--- src/rtl/decode_regfile_pkg.sv ---
// Shared constants for the decode-stage register file and its load scoreboard.
package decode_regfile_pkg;

    localparam int XLEN   = 32;
    localparam int REG_AW = 5;

    localparam logic [REG_AW-1:0] REG_ZERO = '0;

    typedef enum logic [1:0] {
        RDSRC_PC  = 2'd0,
        RDSRC_ALU = 2'd1,
        RDSRC_MEM = 2'd2
    } rdsrc_e;

endpackage

--- src/rtl/regfile_scoreboard.sv ---
// Load scoreboard: one pending bit per register, set by an issuing load and
// cleared by its writeback or by a flush of that load; drives the decode stall.
module regfile_scoreboard #(
    parameter int NREG = 32,
    parameter int AW   = decode_regfile_pkg::REG_AW
) (
    input  logic            clk,
    input  logic            rst_n,
    input  logic            rd_write_w,
    input  logic [AW-1:0]   rd_w,
    input  logic [AW-1:0]   rs1_d,
    input  logic [AW-1:0]   rs2_d,
    input  logic            rs1_en_d,
    input  logic            rs2_en_d,
    input  logic            issue_d,
    input  logic            issue_load_d,
    input  logic [AW-1:0]   issue_rd_d,
    input  logic            kill_e,
    input  logic            kill_load_e,
    input  logic [AW-1:0]   kill_rd_e,
    output logic            stall_d,
    output logic [NREG-1:0] pending_o
);
    import decode_regfile_pkg::*;

    logic [NREG-1:0] pending_q;
    logic [NREG-1:0] pending_d;
    logic            hz1;
    logic            hz2;
    logic            load_go;

    // A source being written back this cycle is served by the bypass, not stalled.
    always_comb begin
        hz1     = rs1_en_d && (rs1_d != REG_ZERO) && pending_q[rs1_d]
                  && !(rd_write_w && (rd_w == rs1_d));
        hz2     = rs2_en_d && (rs2_d != REG_ZERO) && pending_q[rs2_d]
                  && !(rd_write_w && (rd_w == rs2_d));
        stall_d = issue_d && (hz1 || hz2);
        load_go = issue_d && !stall_d && issue_load_d;
    end

    // Set is evaluated last so a newly issued load owns the register over any clear.
    always_comb begin
        pending_d = pending_q;
        for (int i = 1; i < NREG; i++) begin
            if (rd_write_w && (rd_w == AW'(i)))
                pending_d[i] = 1'b0;
            if (kill_e && kill_load_e && (kill_rd_e == AW'(i)))
                pending_d[i] = 1'b0;
            if (load_go && (issue_rd_d == AW'(i)))
                pending_d[i] = 1'b1;
        end
        pending_d[0] = 1'b0;
    end

    always_ff @(posedge clk or negedge rst_n) begin
        if (!rst_n)
            pending_q <= '0;
        else
            pending_q <= pending_d;
    end

    assign pending_o = pending_q;

endmodule

--- src/rtl/decode_regfile.sv ---
// Decode-stage integer register file with writeback write-through bypass on
// both read ports, plus the load-use scoreboard.
module decode_regfile #(
    parameter int XLEN = decode_regfile_pkg::XLEN,
    parameter int NREG = 32,
    parameter int AW   = decode_regfile_pkg::REG_AW
) (
    input  logic            clk,
    input  logic            rst_n,
    input  logic            rd_write_w,
    input  logic [AW-1:0]   rd_w,
    input  logic [XLEN-1:0] rd_data_w,
    input  logic [AW-1:0]   rs1_d,
    input  logic [AW-1:0]   rs2_d,
    input  logic            rs1_en_d,
    input  logic            rs2_en_d,
    output logic [XLEN-1:0] rs1_data_d,
    output logic [XLEN-1:0] rs2_data_d,
    input  logic            issue_d,
    input  logic            issue_load_d,
    input  logic [AW-1:0]   issue_rd_d,
    input  logic            kill_e,
    input  logic            kill_load_e,
    input  logic [AW-1:0]   kill_rd_e,
    output logic            stall_d,
    output logic [NREG-1:0] pending_o
);
    import decode_regfile_pkg::*;

    logic [XLEN-1:0] regs_q [NREG];

    always_ff @(posedge clk or negedge rst_n) begin
        if (!rst_n) begin
            for (int i = 0; i < NREG; i++)
                regs_q[i] <= '0;
        end else if (rd_write_w && (rd_w != REG_ZERO)) begin
            regs_q[rd_w] <= rd_data_w;
        end
    end

    // x0 reads as zero even while a write to x0 is presented on the bypass.
    always_comb begin
        rs1_data_d = regs_q[rs1_d];
        if (rs1_d == REG_ZERO)
            rs1_data_d = '0;
        else if (rd_write_w && (rd_w == rs1_d))
            rs1_data_d = rd_data_w;

        rs2_data_d = regs_q[rs2_d];
        if (rs2_d == REG_ZERO)
            rs2_data_d = '0;
        else if (rd_write_w && (rd_w == rs2_d))
            rs2_data_d = rd_data_w;
    end

    regfile_scoreboard #(
        .NREG (NREG),
        .AW   (AW)
    ) u_scoreboard (
        .clk          (clk),
        .rst_n        (rst_n),
        .rd_write_w   (rd_write_w),
        .rd_w         (rd_w),
        .rs1_d        (rs1_d),
        .rs2_d        (rs2_d),
        .rs1_en_d     (rs1_en_d),
        .rs2_en_d     (rs2_en_d),
        .issue_d      (issue_d),
        .issue_load_d (issue_load_d),
        .issue_rd_d   (issue_rd_d),
        .kill_e       (kill_e),
        .kill_load_e  (kill_load_e),
        .kill_rd_e    (kill_rd_e),
        .stall_d      (stall_d),
        .pending_o    (pending_o)
    );

endmodule

--- config.mk ---
export PLATFORM = sky130hd
export DESIGN_NAME = decode_regfile
export DESIGN_NICKNAME = d
export VERILOG_FILES = /design/src/rtl/decode_regfile_pkg.sv /design/src/rtl/regfile_scoreboard.sv /design/src/rtl/decode_regfile.sv
export SDC_FILE = /design/constraint.sdc
export NUM_CORES = 2
export LEC_CHECK = 0
export ABC_AREA = 1
export ABC_CLOCK_PERIOD_IN_PS = 2100
export CAP_MARGIN = 20
export CORE_AREA = 5 5 462 350
export DETAILED_ROUTE_END_ITERATION = 6
export DIE_AREA = 0 0 467 355
export HOLD_SLACK_MARGIN = 0.1
export PLACE_DENSITY = 0.64
export SLEW_MARGIN = 20
export SYNTH_ARGS = -nofsm -noshare
export SYNTH_HDL_FRONTEND = slang
export SYNTH_HIERARCHICAL = 1
export SYNTH_SLANG_ARGS = --single-unit
export TNS_END_PERCENT = 1
--- constraint.sdc ---
create_clock -name clk -period 2.1 [get_ports clk]
set_input_delay 0.21 -clock clk [delete_from_list [all_inputs] [get_ports clk]]
set_output_delay 0.21 -clock clk [all_outputs]
set_load 0.05 [all_outputs]
==> impl_metrics.ini <==
[job]
maxCapViolCount = 0

[logic_synthesis]
synthFlopType = dfrtp_1
synth_edf_count = 0
yosysSeqAreaShare_pct = 42.4
syn_nets = 9423
syn-cell-area_sq_mm = 0.0623
syn_inst = 9357
yosysTopAreaCell = dfrtp_1
synth_common_cells = 3,104 x nand2_1, 1,532 x nand3_1, 1,060 x o21ai_0
ys_async_sr_fraction_pct = 100
synth_cell_type_count = 33
synth_top_cell_area_share_pct = 42.4
yosysMostFrequentCell = nand2_1
ys_ff_latch = 1055
synth_top_cells_by_area = dfrtp_1 42%, nand2_1 19%, nand3_1 12%
ys_warn_count = 6
syn_area_per_cell_sq_um = 6.66

[grt]
grt_pass1_vias = 62780
grt_max_degree = 108
grt.total_usage_pct = 32.1
antenna_found_initial = 7
gr-total-overflow = 0
grt_pass1_wl_um = 407000

[critical_path]
cp.arrival_ns = 2.33
cp.required_ns = 1.89
worst-setup-path-type = reg -> out
r2r_cells = 12
rrSetupSlack_ns = 0.25
cp-end-kind = output pin
cp_max_fo = 3
cp-start-kind = flop

[power_and_ir_drop]
power_uw = 66500
peakVddDrop_mv = 0.710
p_clk_share_pct = 33.5
p_int_uw = 43700
switching_share_pct = 34.3
power_frac_seq_pct = 39.7
p_leak_uw = 0.0387
comb_power_share_pct = 26.8
p_switching_uw = 22800
power.density_mw_per_mm2 = 858

[floorplan]
die_area_sq_mm = 0.166
die_w_um = 467
die_h_um = 355
ios = 163
initial_utilization_pct = 39.8
core_sq_mm = 0.157
row_count = 126

[clock_tree]
cts_made_buffers = 116
clockRootBuffer = clkbuf_16
path_clk_slew_ns = 0.06
clockBufferDepth = 3
h-tree-depth = 3
clkLatencyLatePin_ns = 0.77
cts_sinks = 1055
cts_tree = yes

[outcome]
violations = DRC, setup timing
status = finished, violations left

[finish]
finalInstanceArea_sq_mm = 0.0774
nFillCells = 15003
nNetsFinal = 9623
final_layout_size_suffix_gt1_share_pct = 12.7
area_delta_synth_final_pct = 24.2

[worst_hold_path]
holdCritPathClass = in -> async

[route]
ant_nets = 0
top_layer_used = met5
wl_met3_um = 31300
drt_first_pass_iters = 7
dr_total_vias = 67268
drc = 5
routed_via_density = 5.71
drt_iter0_drc = 9383
met1_length_um = 111000
wl_per_cell_um = 23.2
totalWireLength_um = 273000
wl_met2_um = 114000

[sta]
skew_ns = 0.0231
fmax_mhz = 394
drv_slew = 0
max_slew.worst_pin.slew_ns = 0.900
finalSetupViolCount = 65
finalCritPeriodShare_pct = 121
hold_viol_final = 0
rsz0062_at_grt = yes
post-route-min-period_ns = 2.54
max-slew-margin-rel_pct = 39.8
setup_ws_ns = -0.438

[place]
portBuffers = 161
hpwl_um = 179000
dpl_cell_area_sq_mm = 0.0728
globalplace.congestion = 0.946
dpl_worst_slack_ns = -0.275
## what timing repair did
item,in CTS,in global routing
setup endpoints to repair,88,66
pin swaps,21,20
cloned,0,0
hold buffers,2,0
endpoints found under the hold margin,1055,0
gates resized for setup,143,34
setup buffers,0,3
## power groups by stage
stage	clock network [uW]	logic, uW	registers [uW]
after CTS	22400	17500	26300
after global placement	0	17000	26500
final	22200	17800	26400
after floorplan	0	10300	26400
after global routing	23300	19700	26800
after detailed placement	0	17400	26600
## layout make-up
cell class	instances	area (sq um)	area share, %
Clock inverter	61	790	1.02
Clock buffer	158	3290	4.25
Inverter	1015	3840	4.96
Tap cell	2112	2640	3.41
Sequential cell	1055	26400	34.1
Antenna cell	2	5.00	0.00646
Timing Repair Buffer	840	10400	13.4
Multi-Input combinational cell	6529	30100	38.8
## routing by layer
metal	global-route usage [%]	up-vias
li1	-	30346
met1	44.8	31824
met2	47.1	4250
met3	6.88	844
met4	16.0	4
met5	0	-
## final timing paths
| path | start | endpoint |
|---|---|---|
| min reg2reg | regs_q[1023]$_DFFE_PN0P_ | regs_q[1023]$_DFFE_PN0P_ |
| min | rst_n | u_scoreboard/pending_o[28]$_DFFE_PN0P_ |
| max | regs_q[437]$_DFFE_PN0P_ | rs1_data_d[21] |
| max in group asynchronous | rst_n | regs_q[816]$_DFFE_PN0P_ |
| max reg2reg | u_scoreboard/pending_o[2]$_DFFE_PN0P_ | u_scoreboard/pending_o[24]$_DFFE_PN0P_ |
| min in group clk | rd_data_w[10] | regs_q[266]$_DFFE_PN0P_ |
## state kept, by name, indices dropped and copies added (netlist names)
signal	cells
regs_q	1024
u_scoreboard/pending_o	31
## kinds of logic after synthesis
group / count (synthesis) / share of synthesized area (%)
compound gates: 1462 / 12.7
xor+xnor: 1 / 0.0141
buf+inv: 1773 / 10.9
flops: 1055 / 42.4
other cells: 1 / 0.00602
simple gates: 5065 / 34.1
## cell usage in the layout, fill, tap and decap left out, types with 31 or more instances in the layout
cell,Yosys,layout
a21oi_1,111,58
inv_1,1002,990
nand3_1,1532,1497
a21oi_2,0,46
nand2_4,0,37
dfrtp_1,1055,1048
nand4_1,33,33
or2_2,40,39
clkinv_2,0,33
buf_12,0,306
nand3_2,1,31
o211ai_1,190,190
nor2_1,318,300
clkbuf_16,0,119
clkdlybuf4s50_1,0,54
o21ai_0,1060,1057
o21ai_1,72,75
nand2_1,3104,3035
nand2_2,8,40
buf_4,7,442
## metrics by stage
step                      setup TNS [ns]  hold slack, ns  utilization (%)  cells
after floorplan                    -5.28         -0.0856                -   9357
after global placement            -25.34           0.132             46.5  11547
after detailed placement          -42.13           0.130             46.5  11547
after CTS                         -22.30           0.155             49.4  11768
after global routing              -28.93           0.182             49.5  11771
final                             -20.99           0.176             49.5  11772
## worst max-delay path, stage by stage, from the launching register on
cell and delay [ns]:
dfrtp_1 0.41, o211ai_1 0.19, nand3_1 0.19, nand2_1 0.11
nand2_1 0.13, nand2_1 0.13, nand3_2 0.12, nand2_1 0.09
inv_1 0.06, buf_12 0.15
Note: power is estimated with default switching activity, not from simulation.
